[src/rtl/rom_load_ctrl.sv]
// Purpose: packs iosys loader bytes into big-endian words, queues them and writes them to SDRAM port 1, then releases md_on.
// Latency: a completed word is pushed on its second byte; it is issued the next cycle when the FIFO head is free and no request is pending.
// Backpressure: none toward iosys; a word is dropped when the FIFO is full, and a byte past the ROM space is dropped; both set overflow.
// Optional: define ROM_CHECKSUM_EN to add o_checksum / o_checksum_ok (header checksum compare).
module rom_load_ctrl #(
  parameter int FIFO_DEPTH = 8,
  parameter int ADDR_BITS  = 22
) (
  input  logic                 i_clk,
  input  logic                 i_reset,
  input  logic [2:0]           i_loading,
  input  logic [7:0]           i_loader_do,
  input  logic                 i_loader_do_valid,
  output logic [ADDR_BITS-1:1] o_mem_addr,
  output logic [15:0]          o_mem_din,
  output logic [1:0]           o_mem_be,
  output logic                 o_mem_req,
  input  logic                 i_mem_ack,
  output logic                 o_md_on,
  output logic [ADDR_BITS-1:0] o_rom_size,
  output logic                 o_busy,
  output logic                 o_overflow
`ifdef ROM_CHECKSUM_EN
  ,
  output logic [15:0]          o_checksum,
  output logic                 o_checksum_ok
`endif
);

  localparam int PW  = $clog2(FIFO_DEPTH);
  localparam int WAW = ADDR_BITS - 1;

  typedef enum logic [1:0] {S_IDLE, S_LOAD, S_DRAIN, S_RUN} state_t;

  state_t               r_state, w_state_nxt;
  logic                 r_ld;
  logic [ADDR_BITS:0]   r_cnt;        // byte counter, one extra bit so it can reach 2**ADDR_BITS
  logic                 r_half;
  logic [7:0]           r_hi;
  logic                 r_overflow;
  logic [PW:0]          r_wr_ptr, r_rd_ptr;
  logic [WAW-1:0]       r_fifo_addr [FIFO_DEPTH];
  logic [15:0]          r_fifo_din  [FIFO_DEPTH];
  logic [1:0]           r_fifo_be   [FIFO_DEPTH];
  logic [WAW-1:0]       r_mem_addr;
  logic [15:0]          r_mem_din;
  logic [1:0]           r_mem_be;
  logic                 r_mem_req;
  logic [ADDR_BITS-1:0] r_rom_size;

  logic           w_ld, w_start, w_stop;
  logic           w_empty, w_full, w_idle_bus;
  logic           w_byte, w_take, w_lim_drop, w_half_after;
  logic           w_push_full, w_push_pad, w_push, w_push_ok, w_push_drop;
  logic           w_issue, w_to_run;
  logic [7:0]     w_hi_eff;
  logic [15:0]    w_push_din;
  logic [1:0]     w_push_be;
  logic [WAW-1:0] w_push_addr;

  assign w_ld    = |i_loading;
  assign w_start = w_ld & ~r_ld;
  assign w_stop  = ~w_ld & r_ld;

  assign w_empty    = (r_wr_ptr == r_rd_ptr);
  assign w_full     = (r_wr_ptr[PW] != r_rd_ptr[PW]) && (r_wr_ptr[PW-1:0] == r_rd_ptr[PW-1:0]);
  assign w_idle_bus = (i_mem_ack == r_mem_req);

  // A byte that arrives together with stop is still taken; the pad word then carries it.
  assign w_byte       = (r_state == S_LOAD) & i_loader_do_valid;
  assign w_take       = w_byte & ~r_cnt[ADDR_BITS];
  assign w_lim_drop   = w_byte & r_cnt[ADDR_BITS];
  assign w_half_after = r_half ^ w_take;
  assign w_push_full  = w_take & r_half;
  assign w_push_pad   = (r_state == S_LOAD) & w_stop & w_half_after;
  assign w_push       = w_push_full | w_push_pad;
  assign w_hi_eff     = r_half ? r_hi : i_loader_do;
  assign w_push_din   = w_push_full ? {r_hi, i_loader_do} : {w_hi_eff, 8'h00};
  assign w_push_be    = w_push_full ? 2'b11 : 2'b10;
  // The pair's first byte sits at an even count, so the word address is the count without bit 0.
  assign w_push_addr  = r_cnt[ADDR_BITS-1:1];

  // No issue on a start cycle: the FIFO is being flushed and its head is stale.
  assign w_issue     = ~w_empty & w_idle_bus & ~w_start;
  assign w_push_ok   = w_push & (~w_full | w_issue);
  assign w_push_drop = w_push & ~w_push_ok;

  // Next-state logic; start from any state restarts the load.
  always_comb begin
    w_state_nxt = r_state;
    w_to_run    = 1'b0;
    if (w_start) begin
      w_state_nxt = S_LOAD;
    end else begin
      case (r_state)
        S_LOAD:  if (w_stop) w_state_nxt = S_DRAIN;
        S_DRAIN: if (w_empty && w_idle_bus) begin
                   w_state_nxt = S_RUN;
                   w_to_run    = 1'b1;
                 end
        default: ;
      endcase
    end
  end

  // State register, byte packing, FIFO pointers and the SDRAM request toggle.
  always_ff @(posedge i_clk) begin
    if (i_reset) begin
      r_state    <= S_IDLE;
      r_ld       <= 1'b0;
      r_cnt      <= '0;
      r_half     <= 1'b0;
      r_hi       <= 8'h00;
      r_overflow <= 1'b0;
      r_wr_ptr   <= '0;
      r_rd_ptr   <= '0;
      r_mem_addr <= '0;
      r_mem_din  <= 16'h0000;
      r_mem_be   <= 2'b00;
      r_mem_req  <= 1'b0;
      r_rom_size <= '0;
    end else begin
      r_state <= w_state_nxt;
      r_ld    <= w_ld;
      if (w_start) begin
        r_cnt      <= '0;
        r_half     <= 1'b0;
        r_overflow <= 1'b0;
        r_wr_ptr   <= '0;
        r_rd_ptr   <= '0;
      end else begin
        if (w_take) begin
          r_cnt  <= r_cnt + (ADDR_BITS+1)'(1);
          r_half <= ~r_half;
          if (!r_half) r_hi <= i_loader_do;
        end
        if (w_push_pad) r_half <= 1'b0;
        if (w_push_ok) r_wr_ptr <= r_wr_ptr + (PW+1)'(1);
        if (w_issue) r_rd_ptr <= r_rd_ptr + (PW+1)'(1);
        if (w_push_drop || w_lim_drop) r_overflow <= 1'b1;
      end
      if (w_issue) begin
        r_mem_addr <= r_fifo_addr[r_rd_ptr[PW-1:0]];
        r_mem_din  <= r_fifo_din[r_rd_ptr[PW-1:0]];
        r_mem_be   <= r_fifo_be[r_rd_ptr[PW-1:0]];
        r_mem_req  <= ~r_mem_req;
      end
      // A full-size image cannot be represented in the port; report all-ones rather than wrap to zero.
      if (w_to_run) r_rom_size <= r_cnt[ADDR_BITS] ? '1 : r_cnt[ADDR_BITS-1:0];
    end
  end

  // FIFO storage; emptiness is defined by the pointers, so the entries need no reset.
  always_ff @(posedge i_clk) begin
    if (w_push_ok) begin
      r_fifo_addr[r_wr_ptr[PW-1:0]] <= w_push_addr;
      r_fifo_din[r_wr_ptr[PW-1:0]]  <= w_push_din;
      r_fifo_be[r_wr_ptr[PW-1:0]]   <= w_push_be;
    end
  end

  assign o_mem_addr = r_mem_addr;
  assign o_mem_din  = r_mem_din;
  assign o_mem_be   = r_mem_be;
  assign o_mem_req  = r_mem_req;
  assign o_md_on    = (r_state == S_RUN);
  assign o_rom_size = r_rom_size;
  assign o_busy     = (r_state == S_LOAD) || (r_state == S_DRAIN);
  assign o_overflow = r_overflow;

`ifdef ROM_CHECKSUM_EN
  logic [15:0]          r_csum, r_hdr;
  logic                 r_csum_ok;
  logic [ADDR_BITS-1:0] w_push_byte_addr;

  assign w_push_byte_addr = {w_push_addr, 1'b0};

  // Sum the image body from 0x200 up and capture the header checksum word at 0x18E.
  always_ff @(posedge i_clk) begin
    if (i_reset || w_start) begin
      r_csum    <= 16'h0000;
      r_hdr     <= 16'h0000;
      r_csum_ok <= 1'b0;
    end else begin
      if (w_push) begin
        if (w_push_byte_addr >= ADDR_BITS'('h200)) r_csum <= r_csum + w_push_din;
        if (w_push_byte_addr == ADDR_BITS'('h18E)) r_hdr <= w_push_din;
      end
      if (w_to_run) r_csum_ok <= (r_csum == r_hdr);
    end
  end

  assign o_checksum    = r_csum;
  assign o_checksum_ok = r_csum_ok;
`else
  // Checksum tracking not built.
`endif

endmodule
[config.mk]
export PLATFORM = sky130hd
export DESIGN_NAME = rom_load_ctrl
export DESIGN_NICKNAME = d
export VERILOG_FILES = /design/src/rtl/rom_load_ctrl.sv
export SDC_FILE = /design/constraint.sdc
export NUM_CORES = 1
export LEC_CHECK = 0
export ABC_AREA = 1
export CORE_ASPECT_RATIO = 1.25
export CORE_UTILIZATION = 54
export CTS_BUF_LIST = sky130_fd_sc_hd__clkbuf_16
export CTS_CLUSTER_DIAMETER = 60
export DETAILED_ROUTE_END_ITERATION = 7
export GPL_TIMING_DRIVEN = 0
export PLACE_DENSITY = 0.83
export SYNTH_ARGS = -nofsm -noshare
export SYNTH_HDL_FRONTEND = slang
export SYNTH_SLANG_ARGS = --single-unit
[constraint.sdc]
create_clock -name i_clk -period 3.9 [get_ports i_clk]
set_input_delay 0.585 -clock i_clk [delete_from_list [all_inputs] [get_ports i_clk]]
set_output_delay 0.585 -clock i_clk [all_outputs]
set_load 0.03 [all_outputs]
# --- Word-level counts from Yosys, hierarchy flattened ---
# Memories as Yosys holds them, arrays and structs flattened. A register that Yosys moved wholly into a read port is not among the register bits.
# Cells that the tools add are included.
totals:
  regBits: 69
  latch_bits: 0
  mem_bits_rw: 304
  mem_bits_ro: 0
  input_bits: 15
  out_inout_bits: 65
  wordCells: 78
  mem_count: 3
memory_table:
  columns: ["name", "words", "width", "rd", "rd_ports_with_merged_regs", "write_ports", "line_no", "text"]
  rows:
  - ["r_fifo_addr", 8, 21, 1, 1, 1, "42", "logic [WAW-1:0] r_fifo_addr [FIFO_DEPTH];"]
  - ["r_fifo_din", 8, 16, 1, 1, 1, "43", "logic [15:0] r_fifo_din [FIFO_DEPTH];"]
  - ["r_fifo_be", 8, 1, 1, 1, 1, "44", "logic [1:0] r_fifo_be [FIFO_DEPTH];"]
op_classes:
  addsub: 3
  multipliers: 0
  div_mod_pow: 0
  order_cmp: 0
  eq_ne: 11
  n_shift: 0
  muxes: 13
  n_bitwise: 24
  n_reduce_logical: 12
ops:
  columns: ["cell", "n"]
  rows:
  - ["$add A23 B1 Y23 const B", 1]
  - ["$mux W22", 1]
  - ["$mux W16", 1]
  - ["$and A1 B1 Y1", 12]
  - ["$not A1 Y1", 9]
  - ["$add A4 B1 Y4 const B", 2]
  - ["$mux W8", 1]
  - ["$mux W1", 7]
  - ["$ne A3 B3 Y1 const B", 2]
  - ["$reduce_and A3 Y1", 2]
  - ["$reduce_or A3 Y1", 2]
  - ["$eq A2 B2 Y1 const B", 2]
  - ["$eq A4 B4 Y1", 1]
  - ["$mux W2", 2]
  - ["$ne A2 B2 Y1 const B", 2]
  - ["$pmux W2 S2", 1]
  - ["$eq A3 B3 Y1", 1]
  - ["$reduce_bool A3 Y1", 1]
  - ["$eq A2 B1 Y1 const B", 1]
  - ["$logic_and A1 B1 Y1", 2]
  - ["$logic_or A1 B1 Y1", 2]
  - ["$or A1 B1 Y1", 2]
  - ["$reduce_and A2 Y1", 1]
  - ["$reduce_bool A2 Y1", 1]
  - ["4 further kinds", 4]

# --- Depth between registers and ports, before layout ---
# Gate-level depths: netlist of the first run.
depth:
  depth_word: 10
  mapped_depth: 13

# --- Worst setup path before layout of the first run ---
# Ideal clock, no wire load.
synth_path:
  kind: "reg2reg"
  from: "register r_state[1]"
  to: "memory r_fifo_addr[0][0] (netlist bit) (enable)"
  setup_ns: 0.433
  arrival_time_ns: 3.466
  t_required_ns: 3.467
  path_slack_ns: 0.001
  stages_incl_launch_ff: 14
  cell_sequence: "dfxtp_1 inv_1 ha_1 buf_4 nand2_2 nor2_4 ha_1 clkbuf_1 inv_1 nand2_1 nand2_1 inv_1 nand2_1 nor2_1"
synth_between:
  word_cells_on_any_way: 11
  cone_classes: "eq/ne: 1; mux: 2; bitwise: 8"
synth_lines:
  columns: ["element", "line_no", "text"]
  rows:
  - ["start, declared", "35", "state_t r_state, w_state_nxt;"]
  - ["start signal, assigned", "123", "r_state <= w_state_nxt;"]
  - ["$eq A2 B1 Y1", "70", "assign w_byte = (r_state == S_LOAD) & i_loader_do_valid;"]
  - ["$and A1 B1 Y1", "70", null]
  - ["$and A1 B1 Y1", "71", "assign w_take = w_byte & ~r_cnt[ADDR_BITS];"]
  - ["net w_take", "53", "logic w_byte, w_take, w_lim_drop, w_half_after;"]
  - ["$and A1 B1 Y1", "74", "assign w_push_full = w_take & r_half;"]
  - ["net w_push_full", "54", "logic w_push_full, w_push_pad, w_push, w_push_ok, w_push_drop;"]
  - ["$or A1 B1 Y1", "76", "assign w_push = w_push_full | w_push_pad;"]
  - ["$and A1 B1 Y1", "85", "assign w_push_ok = w_push & (~w_full | w_issue);"]
  - ["$mux W1", "155", "if (w_push_ok) begin"]
  - ["$mux W1 (not written as such)", "156", "r_fifo_addr[r_wr_ptr[PW-1:0]] <= w_push_addr;"]
  - ["end, declared", "42", null]
# The timed path passes the listed nets, and every way through them passes these cells.

# --- Worst setup path after layout of the first run ---
layout_path:
  from: "register r_state[1]"
  to: "memory r_fifo_din[5][12] (enable)"
layout_between:
  word_cells_on_any_way: 11
  cone_classes: "eq/ne: 1; mux: 2; bitwise: 8"
layout_lines:
  columns: ["element", "line_no", "text"]
  rows:
  - ["$eq A2 B1 Y1", "70", null]
  - ["$and A1 B1 Y1", "70", null]
  - ["$and A1 B1 Y1", "71", null]
  - ["net w_take", "53", null]
  - ["$and A1 B1 Y1", "74", null]
  - ["net w_push_full", "54", null]
  - ["$or A1 B1 Y1", "76", null]
  - ["$and A1 B1 Y1", "85", null]
  - ["$mux W1", "155", null]
  - ["$mux W1 (not written as such)", "157", "r_fifo_din[r_wr_ptr[PW-1:0]] <= w_push_din;"]
  - ["end, declared", "43", null]
# The timed path passes the listed nets, and every way through them passes these cells.

==> metrics.txt, run 1 <==
# TYPE chip_impl_metric gauge
chip_impl_info{name="synth_area_leader_cell",value="sky130_fd_sc_hd__edfxtp_1"} 1
chip_impl_metric{name="synthesis.nets",unit=""} 1617
chip_impl_metric{name="worst_r2r_setup_slack",unit="ns"} 0.06
chip_impl_metric{name="synth_area",unit="mm^2"} 0.01666
chip_impl_metric{name="ctsLongestPathBuffers",unit=""} 3
chip_impl_info{name="synth_top_cells_by_count",value="343 x sky130_fd_sc_hd__nor2_1, 304 x sky130_fd_sc_hd__edfxtp_1, 252 x sky130_fd_sc_hd__nand2_1"} 1
chip_impl_metric{name="numnets_final",unit=""} 1752
chip_impl_metric{name="cpPeakStageDelay",unit="ns"} 0.73
chip_impl_metric{name="num_io_pins",unit=""} 80
chip_impl_info{name="timing.critical_path.cells",value="inv_1, ha_1, buf_4, nand2_2, nor2_4, ha_1, clkbuf_2, inv_1, nand2_1, nand3_1, nor2_4, buf_12"} 1
chip_impl_info{name="cts_tree",value="done"} 1
chip_impl_metric{name="dpl.hpwl",unit="um"} 27900
chip_impl_metric{name="first_global_vias",unit=""} 12410
chip_impl_metric{name="count_of_flip_flops_with_a_built_in_enable_after_synthesis",unit=""} 304
chip_impl_metric{name="clock_skew",unit="ns"} 0.01580
chip_impl_metric{name="yosys_warnings",unit=""} 0
chip_impl_metric{name="grt_max_degree",unit=""} 27
chip_impl_info{name="hold_start",value="r_hi[7]"} 1
chip_impl_metric{name="critical_path_buf_inv_count",unit=""} 5
chip_impl_metric{name="drv_cap",unit=""} 0
chip_impl_metric{name="num_antenna_cells",unit=""} 0
chip_impl_metric{name="path_clk_slew",unit="ns"} 0.06
chip_impl_metric{name="chipHeight",unit="um"} 198.4
chip_impl_metric{name="area.sequential",unit="mm^2"} 0.01125
chip_impl_metric{name="upper_clock_frequency_limit",unit="MHz"} 260.4
chip_impl_info{name="synth_top_flop_cell",value="sky130_fd_sc_hd__edfxtp_1"} 1
chip_impl_info{name="worstReg2RegStart",value="r_state[1]"} 1
chip_impl_metric{name="min_delay_path_depth",unit=""} 2
chip_impl_metric{name="ant_nets",unit=""} 0
chip_impl_metric{name="drt_drc_violations_left",unit=""} 0
chip_impl_metric{name="dr_total_vias",unit=""} 12590
chip_impl_metric{name="post-route-period-util",unit="%"} 98.45
chip_impl_metric{name="synth.lib_cells_used.distinct",unit=""} 32
chip_impl_info{name="min-delay-path-class",value="reg2reg"} 1
chip_impl_info{name="clock-root-buffer",value="sky130_fd_sc_hd__clkbuf_16"} 1
chip_impl_info{name="hold_path_end",value="r_hi[7]"} 1
chip_impl_metric{name="syn_avg_cell_area",unit="um^2"} 10.46
chip_impl_metric{name="finalHoldViolations",unit=""} 0
chip_impl_metric{name="routed_wire_length_per_instance",unit="um"} 20.64
chip_impl_metric{name="grt.overflow.total",unit=""} 0
chip_impl_metric{name="io_buffer_count",unit=""} 79
chip_impl_metric{name="reg2reg_depth",unit=""} 12
chip_impl_metric{name="routed_wl",unit="um"} 44570
chip_impl_metric{name="fin_total_pwr",unit="mW"} 8.547
chip_impl_metric{name="synthCells",unit=""} 1593
chip_impl_metric{name="cts_hold_repair.buffers",unit=""} 0
chip_impl_metric{name="finalSetupViolCount",unit=""} 0
chip_impl_metric{name="fin_tns_setup",unit="ns"} 0
chip_impl_metric{name="grtUsageMet2",unit="%"} 48.75
chip_impl_info{name="criticalPathCategory",value="reg2reg"} 1
chip_impl_metric{name="fillerInstances",unit=""} 2198
chip_impl_info{name="path_delay_family",value="simple AND/OR/NAND/NOR gates"} 1
chip_impl_info{name="crit_path_top_delay_cell",value="sky130_fd_sc_hd__nor2_4"} 1
chip_impl_metric{name="drt_first_pass_iters",unit=""} 6
chip_impl_metric{name="floorplan.initialDensity",unit="%"} 55.15
chip_impl_metric{name="fp.dieArea",unit="mm^2"} 0.03156
chip_impl_info{name="r2r-end",value="r_fifo_din[5][12]"} 1
chip_impl_metric{name="power-per-cell-area",unit="mW/mm^2"} 439.0
chip_impl_metric{name="worstMarginPinSlew",unit="ns"} 1.069
chip_impl_metric{name="numPlacedInstances",unit=""} 2081
chip_impl_metric{name="clock_latency",unit="ns"} 0.53
chip_impl_metric{name="grt_antenna_before_repair",unit=""} 0
chip_impl_metric{name="critical_path_required",unit="ns"} 4.12
chip_impl_metric{name="grt.met1_usage",unit="%"} 33.22
chip_impl_metric{name="rows",unit=""} 71
chip_impl_metric{name="worst_ep_arrival_time",unit="ns"} 4.06
chip_impl_metric{name="clock-sinks",unit=""} 410
chip_impl_metric{name="htree_levels",unit=""} 2
chip_impl_metric{name="met3_usage",unit="%"} 5.258
chip_impl_metric{name="core-area",unit="mm^2"} 0.03020
chip_impl_metric{name="share_of_final_layout_standard_cells_stronger_than_drive_strength_1",unit="%"} 7.679
chip_impl_info{name="worst_setup_path_startpoint",value="r_state[1]"} 1
chip_impl_metric{name="leakagePower",unit="nW"} 6.892
chip_impl_metric{name="number_of_violations_reported_at_the_end_of_detailed_routing_iteration_0",unit=""} 1814
chip_impl_metric{name="worst_slew_margin",unit="%"} 27.99
chip_impl_metric{name="grt_usage",unit="%"} 28.20
chip_impl_info{name="kind_of_start_point_of_the_critical_path",value="register"} 1
chip_impl_info{name="post-synth-top-count-cell",value="sky130_fd_sc_hd__nor2_1"} 1
chip_impl_info{name="worstSetupEndpointType",value="register"} 1
chip_impl_metric{name="gp_congestion",unit=""} 0.9148
chip_impl_info{name="synth.area.top_cells",value="sky130_fd_sc_hd__edfxtp_1 55%, sky130_fd_sc_hd__dfxtp_1 13%, sky130_fd_sc_hd__nor2_1 7.7%, sky130_fd_sc_hd__nand2_1 5.7%, sky130_fd_sc_hd__o21ai_0 5.3%"} 1
chip_impl_info{name="globalRoute.busiestLayer",value="met2"} 1
chip_impl_metric{name="netlist.area_leader.share",unit="%"} 54.80
chip_impl_metric{name="final_cell_count_no_fill",unit=""} 2159
chip_impl_metric{name="multi_input_comb_area",unit="mm^2"} 0.004668
chip_impl_metric{name="async_flop_share",unit="%"} 0
chip_impl_metric{name="report.final.slew_viol_count",unit=""} 0
chip_impl_metric{name="synth.yosys.seq_area_share",unit="%"} 67.54
chip_impl_metric{name="syn2layout_area_growth",unit="%"} 16.88
chip_impl_info{name="status",value="completed"} 1
chip_impl_metric{name="detail_route.vias_per_cell",unit=""} 5.832
chip_impl_metric{name="ir_drop",unit="uV"} 335.7
chip_impl_metric{name="period_minus_slack",unit="ns"} 3.840
chip_impl_metric{name="die_width",unit="um"} 159.1
chip_impl_metric{name="grt_first_pass_wirelength",unit="um"} 67410
chip_impl_metric{name="crit_path_max_fanout",unit=""} 22
chip_impl_metric{name="cts-buffers-inserted",unit=""} 39
chip_impl_metric{name="synth_seq_cells",unit=""} 410
## routing by layer
layer  vias up  wire (um)
met4         0       2198
met1      5878      15860
met3       168       4800
met2       858      21710
li1       5688          -
met5         -          0
## cell usage in the layout (no fill, tap or decap), types with 8 or more instances in the layout
cell | Yosys | layout
sky130_fd_sc_hd__dfxtp_1 | 106 | 106
sky130_fd_sc_hd__xor2_1 | 8 | 8
sky130_fd_sc_hd__inv_1 | 96 | 107
sky130_fd_sc_hd__inv_2 | 9 | 9
sky130_fd_sc_hd__clkinv_2 | 0 | 8
sky130_fd_sc_hd__clkdlybuf4s50_1 | 0 | 79
sky130_fd_sc_hd__nand2_1 | 252 | 252
sky130_fd_sc_hd__nor2_1 | 343 | 335
sky130_fd_sc_hd__clkbuf_16 | 0 | 41
sky130_fd_sc_hd__buf_2 | 26 | 26
sky130_fd_sc_hd__buf_4 | 5 | 10
sky130_fd_sc_hd__nand3_1 | 21 | 21
sky130_fd_sc_hd__clkinv_1 | 2 | 8
sky130_fd_sc_hd__nor2_4 | 2 | 11
sky130_fd_sc_hd__a21oi_1 | 67 | 67
sky130_fd_sc_hd__o21ai_0 | 178 | 178
sky130_fd_sc_hd__edfxtp_1 | 304 | 304
sky130_fd_sc_hd__clkbuf_1 | 47 | 46
sky130_fd_sc_hd__ha_1 | 9 | 9
sky130_fd_sc_hd__o211ai_1 | 77 | 77
## report_power, final
part | internal, mW | switching (mW) | total [mW]
logic | 0.0766 | 0.171 | 0.247
registers | 4.66 | 0.0134 | 4.68
clock network | 2.04 | 1.59 | 3.62
total | 6.78 | 1.77 | 8.55
## metrics by stage
| stage | cell area [um^2] | util, % | hold slack, ns | setup slack [ns] |
|---|---|---|---|---|
| after floorplan | 16660 | - | 0.4245 | 0.0008495 |
| after global placement | 17950 | 59.43 | 0.4340 | -2.523 |
| after detailed placement | 18180 | 60.21 | 0.4476 | -0.5398 |
| after CTS | 19420 | 64.30 | 0.4569 | 0.03120 |
| after global routing | 19470 | 64.46 | 0.4773 | -0.03952 |
| final | 19470 | 64.46 | 0.4607 | 0.06043 |
## worst reg2reg max path, stage by stage (launching register included)
cell and delay (ns):
sky130_fd_sc_hd__dfxtp_1 0.34, sky130_fd_sc_hd__inv_1 0.10, sky130_fd_sc_hd__ha_1 0.18, sky130_fd_sc_hd__buf_4 0.20, sky130_fd_sc_hd__nand2_2 0.10, sky130_fd_sc_hd__nor2_4 0.25, sky130_fd_sc_hd__ha_1 0.41, sky130_fd_sc_hd__clkbuf_2 0.28
sky130_fd_sc_hd__inv_1 0.06, sky130_fd_sc_hd__nand2_1 0.23, sky130_fd_sc_hd__nand3_1 0.34, sky130_fd_sc_hd__nor2_4 0.73, sky130_fd_sc_hd__buf_12 0.29
## state kept, by name, summed over array words and instances, names as in the netlist
register and cells:
o_mem_addr 21, o_mem_be 2, o_mem_din 16, o_mem_req 1, o_overflow 1, o_rom_size 22
r_cnt 23, r_fifo_addr 168, r_fifo_be 8, r_fifo_din 128, r_half 1, r_hi 8
r_ld 1, r_rd_ptr 4, r_state 2, r_wr_ptr 4
## how the worst max path moves through the flow
| stage | end | slack [ns] | cells past startpoint |
|---|---|---|---|
| floorplan | r_fifo_addr[0][0] | 0.0008 | 13 |
| global route | r_fifo_din[5][12] | -0.04 | 12 |
| CTS | r_fifo_din[0][10] | 0.03 | 14 |
| detailed placement | r_fifo_addr[0][3] | -0.54 | 12 |
| global placement | r_fifo_din[4][12] | -2.52 | 11 |
| finish | r_fifo_din[5][12] | 0.06 | 12 |
## layout make-up
type,count,share of cell area (%)
plain buffers,87,2.102
clock buffers,41,5.270
inverters,107,2.063
clock inverters,30,0.9640
well taps,401,2.577
multi-input cells,990,23.98
flip-flops and latches,410,57.79
repair buffers,93,5.257
## logic make-up after synthesis
| kind of cell | Yosys count | share of synthesized area [%] |
|---|---|---|
| compound gates | 326 | 11.00 |
| xor+xnor | 9 | 0.4732 |
| fa+ha+maj | 9 | 0.6760 |
| buf+inv | 194 | 4.860 |
| flops | 410 | 67.54 |
| simple gates | 645 | 15.44 |
## repair_timing
| item | CTS | global route |
|---|---|---|
| buffers inserted | 1 | 5 |
| setup endpoints to repair | 42 | 88 |
| cloned | 0 | 1 |
| gates resized for setup | 1 | 1 |
| pin swaps | 0 | 2 |
(Power assumes the default switching activity.)
==> run 2, diff against run 1 <==
Settings changed: ABC_CLOCK_PERIOD_IN_PS from default to 4100, CORE_UTILIZATION 54 to 60, PLACE_DENSITY 0.83 to 0.87.
Clock period 3.9 ns to 4.1 ns, I/O delays scaled along.
==> run 2 against run 1 <==
- largest power group unchanged
- clock power is essentially flat
- setup slack gained 0.14 ns
- routed wire length grew 7.7%
- die area shrank 9.9%
- design area is essentially flat
- register-to-register slack gained 0.14 ns
- hold slack lost 0.0074 ns
- first-iteration DRC count grew 10%
- fmax shrank 1.7%
- utilization grew 7.5 points
- via count grew 5.6%
- sequential share of layout area is essentially flat
- critical endpoint is now r_fifo_addr[5][1]
==> metrics.txt, run 2 (synthesis results as in run 1) <==
# TYPE chip_impl_metric gauge
chip_impl_metric{name="grt_antenna_before_repair",unit=""} 1
chip_impl_metric{name="fin_tns_setup",unit="ns"} 0
chip_impl_info{name="min-delay-path-class",value="reg2reg"} 1
chip_impl_metric{name="crit_path_max_fanout",unit=""} 20
chip_impl_info{name="final_cell_mix",value="335 x sky130_fd_sc_hd__nor2_1, 304 x sky130_fd_sc_hd__edfxtp_1, 252 x sky130_fd_sc_hd__nand2_1"} 1
chip_impl_metric{name="die_width",unit="um"} 151.0
chip_impl_metric{name="share_clk_of_total_power",unit="%"} 43.7
chip_impl_metric{name="htree_levels",unit=""} 2
chip_impl_metric{name="worst_slew_margin",unit="%"} 25.75
chip_impl_metric{name="upper_clock_frequency_limit",unit="MHz"} 256.1
chip_impl_metric{name="combinational_power_share",unit="%"} 2.7
chip_impl_info{name="cts_tree",value="done"} 1
chip_impl_metric{name="num_antenna_cells",unit=""} 0
chip_impl_metric{name="chipHeight",unit="um"} 188.3
chip_impl_metric{name="internal-power",unit="mW"} 6.571
chip_impl_metric{name="clock_skew",unit="ns"} 0.02247
chip_impl_metric{name="critical_path_required",unit="ns"} 4.32
chip_impl_metric{name="routed_wire_length_per_instance",unit="um"} 22.78
chip_impl_metric{name="routed_wl",unit="um"} 47990
chip_impl_info{name="unrepaired_setup_endpoints_after_global_routing",value="no"} 1
chip_impl_metric{name="seq_power_share",unit="%"} 53.6
chip_impl_metric{name="share_of_final_layout_standard_cells_stronger_than_drive_strength_1",unit="%"} 7.775
chip_impl_metric{name="post_dp_cell_area",unit="mm^2"} 0.01811
chip_impl_metric{name="gp_congestion",unit=""} 0.9068
chip_impl_metric{name="core-area",unit="mm^2"} 0.02708
chip_impl_metric{name="clock_latency",unit="ns"} 0.54
chip_impl_info{name="final_common_cell",value="sky130_fd_sc_hd__nor2_1"} 1
chip_impl_metric{name="p_sw",unit="mW"} 1.723
chip_impl_metric{name="grt_usage",unit="%"} 34.08
chip_impl_metric{name="ant_nets",unit=""} 0
chip_impl_metric{name="post-route-period-util",unit="%"} 95.23
chip_impl_info{name="clock-root-buffer",value="sky130_fd_sc_hd__clkbuf_16"} 1
chip_impl_metric{name="floorplan.initialDensity",unit="%"} 61.52
chip_impl_metric{name="finalSetupViolCount",unit=""} 0
chip_impl_info{name="criticalPathCategory",value="reg2reg"} 1
chip_impl_metric{name="grt_first_pass_wirelength",unit="um"} 72180
chip_impl_metric{name="worst_hold_slack",unit="ns"} 0.4533
chip_impl_metric{name="worst_r2r_setup_slack",unit="ns"} 0.20
chip_impl_metric{name="reg2reg_depth",unit=""} 12
chip_impl_metric{name="leakagePower",unit="nW"} 6.924
chip_impl_metric{name="netSwitchingFraction",unit="%"} 20.77
chip_impl_metric{name="post-route-cell-area",unit="mm^2"} 0.01947
chip_impl_metric{name="cts_hold_repair.buffers",unit=""} 0
chip_impl_metric{name="ctsLongestPathBuffers",unit=""} 3
chip_impl_metric{name="min_delay_path_depth",unit=""} 2
chip_impl_metric{name="drt_first_pass_iters",unit=""} 6
chip_impl_metric{name="dr_total_vias",unit=""} 13300
chip_impl_metric{name="path_clk_slew",unit="ns"} 0.07
chip_impl_metric{name="detail_route.vias_per_cell",unit=""} 6.313
chip_impl_metric{name="fillerInstances",unit=""} 1687
chip_impl_metric{name="clock-sinks",unit=""} 410
chip_impl_metric{name="numnets_final",unit=""} 1756
chip_impl_metric{name="number_of_violations_reported_at_the_end_of_detailed_routing_iteration_0",unit=""} 1998
chip_impl_metric{name="final_core_utilization",unit="%"} 71.92
chip_impl_metric{name="numPlacedInstances",unit=""} 2025
chip_impl_metric{name="first_global_vias",unit=""} 13350
chip_impl_metric{name="rows",unit=""} 67
chip_impl_metric{name="io_buffer_count",unit=""} 79
chip_impl_metric{name="ir_drop",unit="uV"} 270.2
chip_impl_metric{name="drt_drc_violations_left",unit=""} 0
chip_impl_info{name="worstSetupEndpointType",value="register"} 1
chip_impl_metric{name="final_cell_count_no_fill",unit=""} 2107
chip_impl_metric{name="grt.overflow.total",unit=""} 0
chip_impl_metric{name="report.final.slew_viol_count",unit=""} 0
chip_impl_metric{name="syn2layout_area_growth",unit="%"} 16.92
chip_impl_metric{name="worst_ep_arrival_time",unit="ns"} 4.12
chip_impl_metric{name="period_minus_slack",unit="ns"} 3.904
chip_impl_metric{name="num_io_pins",unit=""} 80
chip_impl_metric{name="grt_max_degree",unit=""} 28
chip_impl_metric{name="worstMarginPinSlew",unit="ns"} 1.102
chip_impl_info{name="status",value="completed"} 1
chip_impl_metric{name="finalHoldViolations",unit=""} 0
chip_impl_metric{name="fp.dieArea",unit="mm^2"} 0.02844
chip_impl_metric{name="number_of_flip_flops_under_the_largest_register_name",unit=""} 168
chip_impl_info{name="kind_of_start_point_of_the_critical_path",value="register"} 1
chip_impl_metric{name="drv_cap",unit=""} 0
chip_impl_metric{name="cts-buffers-inserted",unit=""} 39
chip_impl_metric{name="dpl.hpwl",unit="um"} 28350
chip_impl_metric{name="power-per-cell-area",unit="mW/mm^2"} 425.9
run 2: cell types whose count changed in the layout (fill, tap and decap cells not counted), sizes merged:
cell    previous run  this run
buf               54        58
bufinv             2         4
clkinv            16        15
inv              117       116
run 2: through the flow:
stage	power (mW)	setup slack, ns
4_1_cts	8.252	0.02190
3_5_place_dp	4.753	-0.4564
6_report	8.293	0.1957
5_1_grt	8.436	0.1088
3_3_place_gp	4.742	-2.334
2_1_floorplan	4.665	0.2009
run 2: path summary, 6_finish.rpt:
kind / startpoint / endpoint
max: r_state[1] / r_fifo_addr[5][1]
min: r_hi[7] / r_hi[7]
max reg2reg: r_state[1] / r_fifo_addr[5][1]
min reg2reg: r_hi[7] / r_hi[7]
run 2: layer usage:
| metal | GRT usage (%) | wire (um) | vias to the layer above |
|---|---|---|---|
| met5 | 0 | 13 | - |
| met4 | 22.31 | 2966 | 2 |
| met3 | 7.409 | 6147 | 255 |
| met2 | 55.54 | 23110 | 1202 |
| met1 | 40.49 | 15750 | 6131 |
| li1 | - | - | 5711 |
run 2: timing repair:
| action | 4_1_cts | 5_1_grt |
|---|---|---|
| setup endpoints to repair | 0 | 130 |
| gates resized for setup | 0 | 2 |
| endpoints found under the hold margin | 0 | 0 |
| buffers inserted | 0 | 10 |
run 2: area by class of cell:
| cell class | instances | area [um^2] | share of cell area (%) |
|---|---|---|---|
| buffer | 87 | 409.1 | 2.101 |
| multi-input combinational | 990 | 4663 | 23.94 |
| clock inverter | 30 | 239.0 | 1.227 |
| tap | 345 | 431.7 | 2.217 |
| timing repair buffer | 97 | 1054 | 5.410 |
| sequential | 410 | 11250 | 57.77 |
| inverter | 107 | 401.6 | 2.062 |
| clock buffer | 41 | 1026 | 5.268 |
run 2: power by group through the flow:
stage	clock [mW]	sequential, mW	combinational [mW]
after floorplan	0	4.55	0.117
after global placement	0	4.54	0.205
after detailed placement	0	4.54	0.214
after CTS	3.59	4.45	0.218
after global routing	3.75	4.45	0.241
final	3.62	4.45	0.224
run 2: critical path, cell delays in order (launching register included):
cell and delay, ns:
sky130_fd_sc_hd__dfxtp_1 0.33, sky130_fd_sc_hd__inv_1 0.08, sky130_fd_sc_hd__ha_1 0.15, sky130_fd_sc_hd__buf_4 0.16, sky130_fd_sc_hd__nand2_2 0.09, sky130_fd_sc_hd__nor2_4 0.20, sky130_fd_sc_hd__ha_1 0.44, sky130_fd_sc_hd__clkbuf_2 0.37
sky130_fd_sc_hd__inv_1 0.09, sky130_fd_sc_hd__nand2_1 0.20, sky130_fd_sc_hd__nand3_1 0.41, sky130_fd_sc_hd__nor2_4 0.79, sky130_fd_sc_hd__buf_16 0.26
==> run 3, diff against run 2 <==
Settings changed: ABC_AREA 1 to default, PLACE_DENSITY 0.87 to 0.88.
==> run 3 against run 2 <==
- final cell count fell by 30%
- synthesized cell count fell by 39%
- setup slack improved by 0.11 ns
- die area fell by 4.4%
- non-clock buffer count fell by 21
- critical path depth fell by 3
- utilization fell by 0.14 points
- via count fell by 27%
- total power fell by 2.5%
- first-iteration DRC count fell by 44%
- combinational power fell by 3%
- largest power group unchanged
- highest routed layer is now met4
==> metrics.txt, run 3 <==
# TYPE chip_impl_metric gauge
chip_impl_info{name="status",value="completed"} 1
chip_impl_metric{name="routed_wire_length_per_instance",unit="um"} 26.57
chip_impl_metric{name="leakagePower",unit="nW"} 5.596
chip_impl_metric{name="finalHoldViolations",unit=""} 0
chip_impl_metric{name="synth.lib_cells_used.distinct",unit=""} 43
chip_impl_metric{name="upper_clock_frequency_limit",unit="MHz"} 263.3
chip_impl_metric{name="fillerInstances",unit=""} 1474
chip_impl_info{name="synth_area_leader_cell",value="sky130_fd_sc_hd__edfxtp_1"} 1
chip_impl_metric{name="num_antenna_cells",unit=""} 0
chip_impl_metric{name="die_width",unit="um"} 147.7
chip_impl_metric{name="netlist.area_leader.share",unit="%"} 57.34
chip_impl_metric{name="ctsLongestPathBuffers",unit=""} 3
chip_impl_info{name="clock-root-buffer",value="sky130_fd_sc_hd__clkbuf_16"} 1
chip_impl_metric{name="number_of_violations_reported_at_the_end_of_detailed_routing_iteration_0",unit=""} 1124
chip_impl_metric{name="rows",unit=""} 66
chip_impl_metric{name="chipHeight",unit="um"} 184.1
chip_impl_metric{name="post-route-worst-setup-slack",unit="ns"} 0.3025
chip_impl_metric{name="async_flop_share",unit="%"} 0
chip_impl_metric{name="synth_area",unit="mm^2"} 0.01592
chip_impl_metric{name="synthCells",unit=""} 965
chip_impl_metric{name="synthesis.nets",unit=""} 989
chip_impl_metric{name="cts_hold_repair.buffers",unit=""} 0
chip_impl_metric{name="drt_drc_violations_left",unit=""} 0
chip_impl_metric{name="count_of_flip_flops_with_a_built_in_enable_after_synthesis",unit=""} 304
chip_impl_metric{name="dpl.hpwl",unit="um"} 23710
chip_impl_info{name="final_common_cell",value="sky130_fd_sc_hd__edfxtp_1"} 1
chip_impl_metric{name="grt_max_degree",unit=""} 29
chip_impl_metric{name="synth_seq_cells",unit=""} 410
chip_impl_metric{name="fp.dieArea",unit="mm^2"} 0.02720
chip_impl_metric{name="detail_route.vias_per_cell",unit=""} 6.609
chip_impl_metric{name="gp_congestion",unit=""} 0.8675
chip_impl_metric{name="dr_total_vias",unit=""} 9708
chip_impl_metric{name="post-route-cell-area",unit="mm^2"} 0.01867
chip_impl_metric{name="floorplan.initialDensity",unit="%"} 61.21
chip_impl_metric{name="met3_usage",unit="%"} 4.431
chip_impl_metric{name="report.final.slew_viol_count",unit=""} 0
chip_impl_metric{name="worst_slew_margin",unit="%"} 34.46
chip_impl_metric{name="path_clk_slew",unit="ns"} 0.06
chip_impl_info{name="worstSetupEndpointType",value="register"} 1
chip_impl_info{name="criticalPathCategory",value="reg2reg"} 1
chip_impl_metric{name="syn2layout_area_growth",unit="%"} 17.28
chip_impl_metric{name="clock-sinks",unit=""} 410
chip_impl_metric{name="cts-buffers-inserted",unit=""} 37
chip_impl_metric{name="grt_antenna_before_repair",unit=""} 0
chip_impl_metric{name="number_of_flip_flops_under_the_largest_register_name",unit=""} 168
chip_impl_metric{name="post-route-period-util",unit="%"} 92.62
chip_impl_metric{name="drt_first_pass_iters",unit=""} 8
chip_impl_metric{name="fin_tns_setup",unit="ns"} 0
chip_impl_metric{name="core-area",unit="mm^2"} 0.02601
chip_impl_metric{name="grt.overflow.total",unit=""} 0
chip_impl_metric{name="ant_nets",unit=""} 0
chip_impl_metric{name="htree_levels",unit=""} 2
chip_impl_metric{name="ir_drop",unit="uV"} 280.5
chip_impl_info{name="worst_setup_path_startpoint",value="r_state[0]"} 1
chip_impl_info{name="post-synth-top-count-cell",value="sky130_fd_sc_hd__edfxtp_1"} 1
chip_impl_metric{name="power-per-cell-area",unit="mW/mm^2"} 433.1
chip_impl_metric{name="io_buffer_count",unit=""} 79
chip_impl_metric{name="clock_skew",unit="ns"} 0.02381
chip_impl_metric{name="finalSetupViolCount",unit=""} 0
chip_impl_metric{name="post-place-ws",unit="ns"} -0.4481
chip_impl_metric{name="grtUsageMet2",unit="%"} 50.70
chip_impl_metric{name="first_global_vias",unit=""} 9838
chip_impl_info{name="synth_top_flop_cell",value="sky130_fd_sc_hd__edfxtp_1"} 1
chip_impl_info{name="hold_start",value="o_mem_be[1]"} 1
chip_impl_info{name="crit_path_top_delay_cell",value="sky130_fd_sc_hd__nor4bb_4"} 1
chip_impl_metric{name="drv_cap",unit=""} 0
chip_impl_metric{name="post_dp_cell_area",unit="mm^2"} 0.01745
chip_impl_metric{name="critical_path_required",unit="ns"} 4.32
chip_impl_metric{name="synth.yosys.seq_area_share",unit="%"} 70.66
chip_impl_metric{name="yosys_warnings",unit=""} 0
chip_impl_metric{name="worstMarginPinSlew",unit="ns"} 0.9831
chip_impl_metric{name="crit_path_max_fanout",unit=""} 17
chip_impl_metric{name="routed_wl",unit="um"} 39030
chip_impl_info{name="timing.critical_path.cells",value="ha_1, nand3b_4, inv_2, ha_1, a31o_2, a21boi_2, nor4bb_4, buf_6, buf_6"} 1
chip_impl_info{name="globalRoute.busiestLayer",value="met2"} 1
chip_impl_info{name="kind_of_start_point_of_the_critical_path",value="register"} 1
chip_impl_metric{name="grt.met1_usage",unit="%"} 36.33
chip_impl_info{name="unrepaired_setup_endpoints_after_global_routing",value="no"} 1
chip_impl_info{name="synth_top_cells_by_count",value="304 x sky130_fd_sc_hd__edfxtp_1, 106 x sky130_fd_sc_hd__dfxtp_1, 85 x sky130_fd_sc_hd__a21oi_1"} 1
chip_impl_info{name="cts_tree",value="done"} 1
chip_impl_info{name="synth.area.top_cells",value="sky130_fd_sc_hd__edfxtp_1 57%, sky130_fd_sc_hd__dfxtp_1 13%, sky130_fd_sc_hd__mux4_2 11%, sky130_fd_sc_hd__a211oi_1 2.7%, sky130_fd_sc_hd__a21oi_1 2.7%"} 1
chip_impl_info{name="final_cell_mix",value="304 x sky130_fd_sc_hd__edfxtp_1, 106 x sky130_fd_sc_hd__dfxtp_1, 84 x sky130_fd_sc_hd__a21oi_1"} 1
chip_impl_metric{name="cpPeakStageDelay",unit="ns"} 0.65
chip_impl_metric{name="share_of_final_layout_standard_cells_stronger_than_drive_strength_1",unit="%"} 16.21
chip_impl_metric{name="syn_avg_cell_area",unit="um^2"} 16.50
chip_impl_info{name="min-delay-path-class",value="reg2reg"} 1
chip_impl_metric{name="grt_usage",unit="%"} 29.42
chip_impl_metric{name="critical_path_buf_inv_count",unit=""} 3
chip_impl_metric{name="clock_latency",unit="ns"} 0.53
chip_impl_metric{name="worst_ep_arrival_time",unit="ns"} 4.01
chip_impl_info{name="worstReg2RegStart",value="r_state[0]"} 1
chip_impl_info{name="path_delay_family",value="adder cells"} 1
chip_impl_metric{name="grt_first_pass_wirelength",unit="um"} 58490
chip_impl_metric{name="period_minus_slack",unit="ns"} 3.797
chip_impl_metric{name="num_io_pins",unit=""} 80
chip_impl_metric{name="final_cell_count_no_fill",unit=""} 1469
chip_impl_metric{name="numnets_final",unit=""} 1124
chip_impl_metric{name="numPlacedInstances",unit=""} 1399
==> run 3: logic make-up after synthesis <==
family / count (synthesis) / share of synthesized area (%)
and+or+nand+nor: 153 / 5.124
AOI/OAI and AO/OA: 172 / 6.641
adders and majority gates: 9 / 0.7073
buffers and inverters: 80 / 2.082
xor gates and xnor gates: 15 / 0.8251
DFF: 410 / 70.66
muxes: 126 / 13.96
==> run 3: through the flow <==
step / power (mW) / util, % / hold WS [ns]
floorplan: 4.653 / - / 0.4567
global placement: 4.728 / 66.00 / 0.4536
detailed placement: 4.738 / 67.07 / 0.4579
CTS: 8.097 / 71.70 / 0.4748
global route: 8.270 / 71.78 / 0.5127
finish: 8.088 / 71.78 / 0.4755
==> run 3: per-layer routing <==
| layer | vias to the layer above | wire length [um] |
|---|---|---|
| li1 | 4097 | - |
| met1 | 4874 | 13720 |
| met2 | 612 | 20350 |
| met3 | 125 | 3319 |
| met4 | 0 | 1639 |
| met5 | - | 0 |
==> run 3: timing repair <==
item	CTS	global route
endpoints found under the setup margin	0	70
gates resized for setup	0	2
setup buffers	0	2
==> run 3: layout make-up <==
class | instances | area, um^2 | area share (%)
clock inverters | 28 | 205.2 | 1.099
plain buffers | 67 | 282.8 | 1.514
repair buffers | 96 | 1066 | 5.709
inverters | 13 | 48.80 | 0.2613
multi-input cells | 475 | 4393 | 23.53
clock buffers | 40 | 1001 | 5.360
flip-flops and latches | 410 | 11250 | 60.25
well taps | 340 | 425.4 | 2.278
==> run 3: path summary, 6_finish.rpt <==
path	end	slack [ns]	cells past startpoint
worst max-delay path	r_fifo_addr[4][16]	0.30	9
worst min register to register	o_mem_be[1]	0.48	1
worst min-delay path	o_mem_be[1]	0.48	1
worst max register to register	r_fifo_addr[4][16]	0.30	9
==> run 3: power breakdown <==
part / internal, mW / leakage [nW] / switching [mW]
Combinational: 0.0703 / 1.44 / 0.148
Sequential: 4.43 / 3.54 / 0.0130
Clock: 1.95 / 0.615 / 1.47
Total: 6.45 / 5.60 / 1.63
